`src/rtl/fifo_pkg.sv`:
```
// fifo_pkg: shared definitions for the parametrised switch-port FIFO.
//   ERR_UNDERFLOW / ERR_OVERFLOW : bit indices into error_code.
//   fifo_depth()                 : number of entries for a given pointer width.
//   count_width()                : width of an occupancy count able to hold 0..DEPTH.
package fifo_pkg;

    localparam int unsigned ERR_UNDERFLOW = 0;
    localparam int unsigned ERR_OVERFLOW  = 1;

    function automatic int unsigned fifo_depth(input int unsigned addr_size);
        return 32'd1 << addr_size;
    endfunction

    // One extra bit over the pointer so that a completely full FIFO is representable.
    function automatic int unsigned count_width(input int unsigned addr_size);
        return addr_size + 1;
    endfunction

endpackage

```
`src/rtl/fifo_param_if.sv`:
```
// fifo_param_if: handshake, data, threshold and status bundle of fifo_param.
//   master : upstream/arbiter side - drives write, read, data_in_push and thresholds,
//            observes data and status.
//   slave  : the FIFO itself.
// Signals: write, read, data_in_push[DATA_SIZE], almost_full_in/almost_empty_in[ADDR_SIZE+1],
//          data_out_pop[DATA_SIZE], data_out_valid, fifo_count[ADDR_SIZE+1], fifo_empty,
//          fifo_full, fifo_almost_full, fifo_almost_empty, fifo_pause, fifo_error,
//          error_code[2] = {overflow, underflow}.
interface fifo_param_if #(
    parameter int unsigned DATA_SIZE = 10,
    parameter int unsigned ADDR_SIZE = 3
);
    logic                 write;
    logic                 read;
    logic [DATA_SIZE-1:0] data_in_push;
    logic [ADDR_SIZE:0]   almost_full_in;
    logic [ADDR_SIZE:0]   almost_empty_in;
    logic [DATA_SIZE-1:0] data_out_pop;
    logic                 data_out_valid;
    logic [ADDR_SIZE:0]   fifo_count;
    logic                 fifo_empty;
    logic                 fifo_full;
    logic                 fifo_almost_full;
    logic                 fifo_almost_empty;
    logic                 fifo_pause;
    logic                 fifo_error;
    logic [1:0]           error_code;

    modport master (
        output write, read, data_in_push, almost_full_in, almost_empty_in,
        input  data_out_pop, data_out_valid, fifo_count, fifo_empty, fifo_full,
               fifo_almost_full, fifo_almost_empty, fifo_pause, fifo_error, error_code
    );

    modport slave (
        input  write, read, data_in_push, almost_full_in, almost_empty_in,
        output data_out_pop, data_out_valid, fifo_count, fifo_empty, fifo_full,
               fifo_almost_full, fifo_almost_empty, fifo_pause, fifo_error, error_code
    );
endinterface

```
`src/rtl/fifo_mem.sv`:
```
// fifo_mem: DEPTH x DATA_SIZE register array, synchronous write, asynchronous read.
// Contents are deliberately not reset.
//   clk_i   : rising-edge clock
//   we_i    : write enable
//   waddr_i : write address
//   wdata_i : write data
//   raddr_i : read address
//   rdata_o : combinational read data at raddr_i
module fifo_mem
    import fifo_pkg::*;
#(
    parameter int unsigned DATA_SIZE = 10,
    parameter int unsigned ADDR_SIZE = 3
) (
    input  logic                 clk_i,
    input  logic                 we_i,
    input  logic [ADDR_SIZE-1:0] waddr_i,
    input  logic [DATA_SIZE-1:0] wdata_i,
    input  logic [ADDR_SIZE-1:0] raddr_i,
    output logic [DATA_SIZE-1:0] rdata_o
);
    localparam int unsigned DEPTH = fifo_depth(ADDR_SIZE);

    logic [DATA_SIZE-1:0] mem_q [DEPTH];

    always_ff @(posedge clk_i) begin
        if (we_i) begin
            mem_q[waddr_i] <= wdata_i;
        end
    end

    assign rdata_o = mem_q[raddr_i];
endmodule

```
`src/rtl/fifo_param.sv`:
```
// fifo_param: synchronous single-clock FIFO for a switch input port.
// Holds pointers, occupancy count, status flags, hysteretic pause and sticky errors;
// storage lives in fifo_mem.
//   clk   : rising-edge clock
//   reset : synchronous active-low reset
//   bus   : fifo_param_if.slave (push/pop handshake, thresholds, status)
// Build option: define FIFO_FWFT_EN for first-word fall-through output; otherwise
// data_out_pop is registered and updated by each accepted read.
module fifo_param
    import fifo_pkg::*;
#(
    parameter int unsigned DATA_SIZE = 10,
    parameter int unsigned ADDR_SIZE = 3
) (
    input  logic         clk,
    input  logic         reset,
    fifo_param_if.slave  bus
);
    localparam int unsigned DEPTH = fifo_depth(ADDR_SIZE);
    localparam int unsigned CW    = count_width(ADDR_SIZE);

    typedef logic [CW-1:0]        cnt_t;
    typedef logic [ADDR_SIZE-1:0] ptr_t;

    ptr_t                 wr_ptr_q, wr_ptr_d;
    ptr_t                 rd_ptr_q, rd_ptr_d;
    cnt_t                 count_q, count_d;
    logic                 pause_q, pause_d;
    logic [1:0]           err_q, err_d;
    logic                 empty, full;
    logic                 rd_acc, wr_acc;
    logic [DATA_SIZE-1:0] mem_rdata;

    assign empty = (count_q == cnt_t'(0));
    assign full  = (count_q == cnt_t'(DEPTH));

    // A full FIFO still takes a write when a read frees a slot in the same cycle.
    assign rd_acc = bus.read & ~empty;
    assign wr_acc = bus.write & (~full | rd_acc);

    always_comb begin
        wr_ptr_d = wr_acc ? wr_ptr_q + ptr_t'(1) : wr_ptr_q;
        rd_ptr_d = rd_acc ? rd_ptr_q + ptr_t'(1) : rd_ptr_q;
        count_d  = count_q + cnt_t'(wr_acc) - cnt_t'(rd_acc);

        // Set wins over clear so misprogrammed thresholds fail safe (paused).
        pause_d = pause_q;
        if (count_d >= bus.almost_full_in) begin
            pause_d = 1'b1;
        end else if (count_d <= bus.almost_empty_in) begin
            pause_d = 1'b0;
        end

        err_d = err_q;
        err_d[ERR_OVERFLOW]  = err_q[ERR_OVERFLOW] | (bus.write & ~wr_acc);
        err_d[ERR_UNDERFLOW] = err_q[ERR_UNDERFLOW] | (bus.read & empty);
    end

    fifo_mem #(
        .DATA_SIZE (DATA_SIZE),
        .ADDR_SIZE (ADDR_SIZE)
    ) u_mem (
        .clk_i   (clk),
        .we_i    (wr_acc & reset),
        .waddr_i (wr_ptr_q),
        .wdata_i (bus.data_in_push),
        .raddr_i (rd_ptr_q),
        .rdata_o (mem_rdata)
    );

    always_ff @(posedge clk) begin
        if (!reset) begin
            wr_ptr_q <= '0;
            rd_ptr_q <= '0;
            count_q  <= '0;
            pause_q  <= 1'b0;
            err_q    <= 2'b00;
        end else begin
            wr_ptr_q <= wr_ptr_d;
            rd_ptr_q <= rd_ptr_d;
            count_q  <= count_d;
            pause_q  <= pause_d;
            err_q    <= err_d;
        end
    end

`ifdef FIFO_FWFT_EN
    // Head entry is always visible; a read only advances the pointer.
    assign bus.data_out_pop   = mem_rdata;
    assign bus.data_out_valid = ~empty;
`else
    logic [DATA_SIZE-1:0] dout_q;
    logic                 dvalid_q;

    always_ff @(posedge clk) begin
        if (!reset) begin
            dout_q   <= '0;
            dvalid_q <= 1'b0;
        end else begin
            dvalid_q <= rd_acc;
            if (rd_acc) begin
                dout_q <= mem_rdata;
            end
        end
    end

    assign bus.data_out_pop   = dout_q;
    assign bus.data_out_valid = dvalid_q;
`endif

    assign bus.fifo_count        = count_q;
    assign bus.fifo_empty        = empty;
    assign bus.fifo_full         = full;
    assign bus.fifo_almost_full  = (count_q >= bus.almost_full_in);
    assign bus.fifo_almost_empty = (count_q <= bus.almost_empty_in);
    assign bus.fifo_pause        = pause_q;
    assign bus.error_code        = err_q;
    assign bus.fifo_error        = |err_q;
endmodule

```
`src/flat_wrapper.sv`:
```
// flat-port wrapper written by rule: the top's interface ports become plain ports
module fifo_param_flat import fifo_pkg::*;
#(
    parameter int unsigned DATA_SIZE = 10,
    parameter int unsigned ADDR_SIZE = 3
)
  (clk, reset, bus_write, bus_read, bus_data_in_push, bus_almost_full_in, bus_almost_empty_in, bus_data_out_pop, bus_data_out_valid, bus_fifo_count, bus_fifo_empty, bus_fifo_full, bus_fifo_almost_full, bus_fifo_almost_empty, bus_fifo_pause, bus_fifo_error, bus_error_code);
  fifo_param_if #(.DATA_SIZE(DATA_SIZE), .ADDR_SIZE(ADDR_SIZE)) bus_i ();
  input  logic clk;
  input  logic reset;
  input wire logic [$bits(bus_i.write)-1:0] bus_write;
  input wire logic [$bits(bus_i.read)-1:0] bus_read;
  input wire logic [$bits(bus_i.data_in_push)-1:0] bus_data_in_push;
  input wire logic [$bits(bus_i.almost_full_in)-1:0] bus_almost_full_in;
  input wire logic [$bits(bus_i.almost_empty_in)-1:0] bus_almost_empty_in;
  output wire logic [$bits(bus_i.data_out_pop)-1:0] bus_data_out_pop;
  output wire logic [$bits(bus_i.data_out_valid)-1:0] bus_data_out_valid;
  output wire logic [$bits(bus_i.fifo_count)-1:0] bus_fifo_count;
  output wire logic [$bits(bus_i.fifo_empty)-1:0] bus_fifo_empty;
  output wire logic [$bits(bus_i.fifo_full)-1:0] bus_fifo_full;
  output wire logic [$bits(bus_i.fifo_almost_full)-1:0] bus_fifo_almost_full;
  output wire logic [$bits(bus_i.fifo_almost_empty)-1:0] bus_fifo_almost_empty;
  output wire logic [$bits(bus_i.fifo_pause)-1:0] bus_fifo_pause;
  output wire logic [$bits(bus_i.fifo_error)-1:0] bus_fifo_error;
  output wire logic [$bits(bus_i.error_code)-1:0] bus_error_code;
  assign bus_i.write = bus_write;
  assign bus_i.read = bus_read;
  assign bus_i.data_in_push = bus_data_in_push;
  assign bus_i.almost_full_in = bus_almost_full_in;
  assign bus_i.almost_empty_in = bus_almost_empty_in;
  assign bus_data_out_pop = bus_i.data_out_pop;
  assign bus_data_out_valid = bus_i.data_out_valid;
  assign bus_fifo_count = bus_i.fifo_count;
  assign bus_fifo_empty = bus_i.fifo_empty;
  assign bus_fifo_full = bus_i.fifo_full;
  assign bus_fifo_almost_full = bus_i.fifo_almost_full;
  assign bus_fifo_almost_empty = bus_i.fifo_almost_empty;
  assign bus_fifo_pause = bus_i.fifo_pause;
  assign bus_fifo_error = bus_i.fifo_error;
  assign bus_error_code = bus_i.error_code;
  fifo_param #(.DATA_SIZE(DATA_SIZE), .ADDR_SIZE(ADDR_SIZE)) u_core (.clk(clk), .reset(reset), .bus(bus_i));
endmodule
```
`config.mk`:
```
export PLATFORM = sky130hd
export DESIGN_NAME = fifo_param_flat
export DESIGN_NICKNAME = d
export VERILOG_FILES = /design/src/rtl/fifo_pkg.sv /design/src/rtl/fifo_param_if.sv /design/src/rtl/fifo_mem.sv /design/src/rtl/fifo_param.sv /design/src/flat_wrapper.sv
export SDC_FILE = /design/constraint.sdc
export NUM_CORES = 1
export LEC_CHECK = 0
export CORE_UTILIZATION = 53
export CTS_BUF_LIST = sky130_fd_sc_hd__clkbuf_2 sky130_fd_sc_hd__clkbuf_4 sky130_fd_sc_hd__clkbuf_8
export CTS_CLUSTER_DIAMETER = 200
export DETAILED_ROUTE_END_ITERATION = 12
export PLACE_DENSITY = 0.78
export SYNTH_ARGS = -nofsm -noshare
export SYNTH_HDL_FRONTEND = slang
export SYNTH_SLANG_ARGS = --single-unit
```
`constraint.sdc`:
```
create_clock -name clk -period 3.1 [get_ports clk]
set_input_delay 0.62 -clock clk [delete_from_list [all_inputs] [get_ports clk]]
set_output_delay 0.62 -clock clk [all_outputs]
set_load 0.1 [all_outputs]
```
## Word-level counts from Yosys, hierarchy flattened

Memory sizes are Yosys's and may differ from the RTL's. A register that Yosys moved wholly into a read port is not among the register bits.
Index checks and enable logic that the tools add are counted.

| word-level totals | value |
|---|---|
| register bits after elaboration | 14 |
| RAM bits | 80 |
| output and inout bits | 23 |
| memories kept | 1 |
| input port bits | 22 |
| word-level logic and storage cells | 35 |

| operators by class | value |
|---|---|
| eq/ne operators | 1 |
| bitwise operators | 11 |
| muxes and demuxes | 4 |
| magnitude comparators | 4 |
| reduce and logical (&&, ||, !) cells | 4 |
| add/sub/neg operators | 4 |

Memories:

| memory | words | width | read ports | clocked after Yosys merged registers in | write ports | line | source |
|---|---|---|---|---|---|---|---|
| u_core.u_mem.mem_q | 8 | 10 | 1 | 1 | 1 | fifo_mem.sv:24 | `logic [DATA_SIZE-1:0] mem_q [DEPTH];` |

Operator list:

| operator | number |
|---|---|
| greater-or-equal comparator 4 bit | 2 |
| less-or-equal comparator 4 bit | 2 |
| adder 3 x 1 -> 3 bit, second input constant | 2 |
| AND 1 bit | 5 |
| adder 4 x 1 -> 4 bit | 1 |
| equality test 4 bit, second input constant | 1 |
| logical NOT 4 bit | 1 |
| two-way mux 1 bit | 4 |
| subtractor 4 x 1 -> 4 bit | 1 |
| NOT 1 bit | 3 |
| bitwise OR 1 bit | 3 |
| nonzero test 2 bit | 1 |
| OR reduction 2 bit | 1 |
| logical NOT 1 bit | 1 |

## Longest topological paths before layout

| logic depth | value |
|---|---|
| depth after elaboration | 10 |
| mapped depth | 15 |
| gate-level depth less buffers | 15 |

## Hierarchy

Synthesis repeated with hierarchy kept, for this count alone.

| second synthesis, totals | value |
|---|---|
| cells, all modules | 289 |
| area total of the unflattened synthesis | 4,511.8 um^2 |

By module, submodules not included:

| module | seq. area each (um^2) | cells an instance | times used | area each (um^2) |
|---|---|---|---|---|
| fifo_mem | 2,402.3 | 128 | 1 | 3,133.0 |
| fifo_param | 480.5 | 161 | 1 | 1,378.8 |

## Least setup slack after synthesis

No wires, ideal clock.

| path | value |
|---|---|
| path type | register to output |
| from | register u_core.count_q[1] (netlist: u_core.bus.fifo_count[1]) |
| to | output bus_fifo_almost_empty |
| path buffers | 0 |
| data required time | 2,480 ps |
| cell stages (with the launch flop) | 6 |
| setup slack | -1,465 ps |
| data arrival time | 3,945 ps |
| path through | dfxtp_1 ha_1 nor2b_1 o21a_1 o21a_1 o21ai_0 |

| on the way | value |
|---|---|
| cells in the longest elaborated chain, start to end | 1 |

Ends and longest elaborated chain:

| element | line | source |
|---|---|---|
| from (decl) | fifo_param.sv:27 | `cnt_t count_q, count_d;` |
| from (signal assigned) | fifo_param.sv:81 | `count_q <= count_d;` |
| less-or-equal comparator 4 bit | fifo_param.sv:115 | `assign bus.fifo_almost_empty = (count_q <= bus.almost_empty_in);` |
| to (decl) | flat_wrapper.sv:22 | `output wire logic [$bits(bus_i.fifo_almost_empty)-1:0] bus_fifo_almost_empty;` |

No other way between the ends.

## Worst setup path after layout

| path | value |
|---|---|
| from | register u_core.count_q[3] (netlist: u_core.bus.fifo_count[3]) |
| to | register u_core.pause_q (netlist: u_core.bus.fifo_pause) |

| on the way | value |
|---|---|
| cells in the longest elaborated chain, start to end | 9 |
| elaborated cells on any way between the ends | 13 |
| classes of those cells | add/sub: 2; order compare: 2; eq/ne: 1; mux: 1; bitwise: 5; reduce/logical: 2 |

Ends and longest elaborated chain:

| element | line | source |
|---|---|---|
| logical NOT 4 bit (*) | fifo_param.sv:34 | `assign empty = (count_q == cnt_t'(0));` |
| NOT 1 bit (*) | fifo_param.sv:38 | `assign rd_acc = bus.read & ~empty;` |
| AND 1 bit (*) | fifo_param.sv:38 |  |
| via u_core.rd_acc | fifo_param.sv:31 | `logic rd_acc, wr_acc;` |
| bitwise OR 1 bit | fifo_param.sv:39 | `assign wr_acc = bus.write & (~full \| rd_acc);` |
| AND 1 bit | fifo_param.sv:39 |  |
| adder 4 x 1 -> 4 bit | fifo_param.sv:44 | `count_d = count_q + cnt_t'(wr_acc) - cnt_t'(rd_acc);` |
| subtractor 4 x 1 -> 4 bit (*) | fifo_param.sv:44 |  |
| via u_core.count_d[3] | fifo_param.sv:27 |  |
| greater-or-equal comparator 4 bit or less-or-equal comparator 4 bit (tied branches) | fifo_param.sv:48, fifo_param.sv:50 |  |
| two-way mux 1 bit or nonzero test 2 bit (tied branches) | - |  |
| to (signal assigned) | fifo_param.sv:82 | `pause_q <= pause_d;` |
| to (decl) | fifo_param.sv:28 | `logic pause_q, pause_d;` |

The timed path passes the listed nets; every way through them passes the cells marked *.
A chain may end at the register's enable or synchronous reset.

==> insert_results.sql <==
INSERT INTO impl_metrics (metric_group, metric, value, unit) VALUES
('outcome', 'run_status', 'finished, final reports clean', ''),
('sta', 'fin_crit', '3.01', 'ns'),
('placed_design', 'hpwl', '6100', 'µm'),
('logic_synthesis', 'post_synth_mux_area_share', '0.104', ''),
('critical_path', 'crit_fanout', '5', ''),
('logic_synthesis', 'post_synthesis_register_bit_count', '104', ''),
('cts', 'cts_buffers', '9', ''),
('power_and_ir_drop', 'leakage', '2.06', 'nW'),
('logic_synthesis', 'synth_compound_gate_area_share', '0.0711', ''),
('critical_path', 'timing.setup.critical_path_class', 'reg2reg', ''),
('cts', 'clockBufferDepth', '2', ''),
('logic_synthesis', 'ys_warn_count', '0', ''),
('global_route', 'globalRoute.totalOverflow', '0', ''),
('critical_path', 'cp.buffers_inverters', '3', ''),
('finish', 'areaGrowthSynthToFinish', '20.4', '%'),
('critical_path', 'crit_arrival', '3.26', 'ns'),
('floorplanning', 'die_w', '94.6', 'µm'),
('finish', 'nNetsFinal', '417', ''),
('critical_path', 'path_cells', 'inv_1 > ha_1 > or3b_4 > nand2_2 > inv_2 > ha_1 > inv_1 > ha_2 > a21o_1 > a21oi_2 > xor2_1 > ha_1 > a21oi_1 > o21a_1 > o22ai_2', ''),
('sta', 'setup_slack', '0.0872', 'ns'),
('placed_design', 'place_congestion', '0.865', ''),
('detailed_routing', 'num_vias', '2630', ''),
('power_and_ir_drop', 'clock_power_share', '0.165', ''),
('global_route', 'grt_pass1_vias', '2745', ''),
('global_route', 'grt_use_met2', '0.378', ''),
('sta', 'timing_max_transition_violations_final', '0', ''),
('sta', 'clock_skew', '0.0181', 'ns'),
('detailed_routing', 'wl_per_cell', '18.3', 'µm'),
('placed_design', 'portBuffers', '44', ''),
('floorplanning', 'num_rows', '33', ''),
('logic_synthesis', 'ys_dominant_reg_cell', 'edfxtp_1', ''),
('floorplanning', 'chipHeight', '94.6', 'µm'),
('floorplanning', 'start_util', '0.550', ''),
('job', 'timing.max_cap.violations', '0', ''),
('cts', 'cts-htree-levels', '3', ''),
('global_route', 'grt_first_pass_wirelength', '13900', 'µm'),
('logic_synthesis', 'synthesis.area', '4540', 'µm²'),
('critical_path', 'timing.critical_path.slowest_cell_delay', '0.38', 'ns'),
('critical_path', 'cp_top_family', 'adder cells', ''),
('critical_path', 'crit_top_cell', 'ha_1', ''),
('logic_synthesis', 'synth_top_cell_area_share', '0.529', ''),
('cts', 'path_clk_slew', '0.11', 'ns'),
('critical_path', 'slowest_cp_cell', 'dfxtp_4', ''),
('power_and_ir_drop', 'intPower', '2.83', 'mW'),
('cts', 'cts.sink_count', '104', ''),
('sta', 'max_slew_margin', '0.546', ''),
('sta', 'layout_worst_path_cycle_share', '0.972', ''),
('logic_synthesis', 'post_synth_xor_area_fraction', '0.0116', ''),
('sta', 'maxClockFrequency', '332', 'MHz'),
('power_and_ir_drop', 'p_comb_frac', '0.484', ''),
('global_route', 'grt_use_met1', '0.270', ''),
('sta', 'timing.final.hold_violations', '0', ''),
('finish', 'antennaDiodeCount', '0', ''),
('global_route', 'top_usage_layer', 'met2', ''),
('global_route', 'use_met3', '0.0411', ''),
('power_and_ir_drop', 'netSwitchingPower', '2.11', 'mW'),
('logic_synthesis', 'postSynth.asyncResetShare', '0', ''),
('finish', 'share_of_layout_cells_above_drive_strength_1', '0.312', ''),
('global_route', 'grt_antenna_before_repair', '0', ''),
('floorplanning', 'die-area', '8950', 'µm²'),
('power_and_ir_drop', 'p_total', '4.94', 'mW'),
('logic_synthesis', 'synth-adder-area-share', '0.0705', ''),
('sta', 'tightestPinTransition', '0.680', 'ns'),
('floorplanning', 'boundaryPins', '45', ''),
('logic_synthesis', 'synthSimpleGateAreaFrac', '0.0757', ''),
('power_and_ir_drop', 'netSwitchingFraction', '0.427', ''),
('logic_synthesis', 'synth-seq-area-share', '0.635', ''),
('detailed_routing', 'routed_wl', '8760', 'µm'),
('logic_synthesis', 'netlist.top_cell.by_area', 'edfxtp_1', ''),
('logic_synthesis', 'synth_cells', '299', ''),
('logic_synthesis', 'synth_area_leaders', 'edfxtp_1, dfxtp_1, ha_1', '');
## synth_stat cells, types with 2 or more instances
| library cell | count |
|---|---|
| buf_4 | 2 |
| xnor2_1 | 4 |
| nor4_1 | 2 |
| o21ai_0 | 2 |
| nand2_1 | 20 |
| a21oi_1 | 4 |
| a21o_1 | 5 |
| nand2b_1 | 3 |
| or3b_4 | 2 |
| o21a_1 | 3 |
| nor3_1 | 4 |
| o22ai_1 | 11 |
| mux4_1 | 6 |
| inv_1 | 18 |
| clkbuf_1 | 3 |
| nand3_1 | 3 |
| o31ai_1 | 6 |
| mux2_2 | 19 |
| a21boi_0 | 2 |
| edfxtp_1 | 80 |
| mux4_2 | 4 |
| ha_1 | 24 |
| dfxtp_1 | 24 |
| or2_2 | 2 |
| xor2_1 | 2 |
| o31ai_2 | 4 |
| nor2b_1 | 13 |
| nor2_1 | 2 |
| buf_6 | 4 |
| and2_1 | 8 |
| nand4_1 | 2 |
## kinds of logic after synthesis
| group | after synthesis |
|---|---|
| adders and majority gates | 25 |
| AOI/OAI and AO/OA | 42 |
| xor gates and xnor gates | 6 |
| and+or+nand+nor | 63 |
| muxes | 30 |
| DFF | 104 |
| buffers and inverters | 29 |
## area by class of cell
class,instances,area (µm²)
Clock buffer,9,124
Clock inverter,7,76.3
Fill cell,593,2790
Inverter,19,71.3
Multi-Input combinational cell,166,1570
Sequential cell,104,2890
Tap cell,105,131
Timing Repair Buffer,70,603
## state kept, by name, summed over array words and instances, names as in the netlist
| signal | cells |
|---|---|
| u_core.u_mem.mem_q | 80 |
| u_core.wr_ptr_q | 3 |
| u_core.bus.fifo_count | 4 |
| u_core.rd_ptr_q | 3 |
| u_core.bus.data_out_pop | 10 |
| u_core.bus.fifo_pause | 1 |
| u_core.bus.error_code | 2 |
| u_core.bus.data_out_valid | 1 |
## worst register-to-register path: stages, from the launching register on
cell and delay [ns]:
dfxtp_4 0.38, inv_1 0.06, ha_1 0.14, or3b_4 0.38, nand2_2 0.09, inv_2 0.04, ha_1 0.26, inv_1 0.04
ha_2 0.18, a21o_1 0.18, a21oi_2 0.14, xor2_1 0.26, ha_1 0.31, a21oi_1 0.17, o21a_1 0.18, o22ai_2 0.08
## stage by stage
| stage | std cells | util | hold slack [ns] | cell area, µm² | TNS (ns) |
|---|---|---|---|---|---|
| after floorplan | 299 | - | 0.506 | 4570 | 0 |
| after global placement | 461 | 0.632 | 0.438 | 5220 | 0 |
| after detailed placement | 461 | 0.632 | 0.452 | 5220 | -0.0422 |
| after CTS | 478 | 0.658 | 0.475 | 5430 | 0 |
| after global routing | 480 | 0.662 | 0.498 | 5470 | -0.0515 |
| final | 480 | 0.662 | 0.470 | 5470 | 0 |
## path summary, 6_finish.rpt
path	start	slack, ns	cells past startpoint	end
worst min-delay path	u_core.bus.data_out_pop[2]	0.47	2	u_core.bus.data_out_pop[2]
worst max-delay path	u_core.bus.fifo_count[3]	0.09	15	u_core.bus.fifo_pause
worst max register to register	u_core.bus.fifo_count[3]	0.09	15	u_core.bus.fifo_pause
worst min register to register	u_core.bus.data_out_pop[2]	0.47	2	u_core.bus.data_out_pop[2]
## power groups by stage
| stage | registers, mW | clock network, mW | logic (mW) |
|---|---|---|---|
| 6_report | 1.73 | 0.817 | 2.39 |
| 3_3_place_gp | 1.76 | 0 | 2.19 |
| 5_1_grt | 1.75 | 0.882 | 2.56 |
| 2_1_floorplan | 2.26 | 0 | 1.22 |
| 4_1_cts | 1.74 | 0.831 | 2.29 |
| 3_5_place_dp | 1.77 | 0 | 2.24 |
## layer usage
layer | vias up | part of all wire
met2 | 62 | 0.51
met5 | - | 0
met1 | 1296 | 0.44
met3 | 6 | 0.039
li1 | 1266 | -
met4 | 0 | 0.0094
## repair_timing
action,CTS,global route
hold buffers,0,0
buffers inserted,1,2
gates resized for setup,2,7
pin swaps,1,5
setup endpoints to repair,1,1
Power figures use the tool's default switching activity.
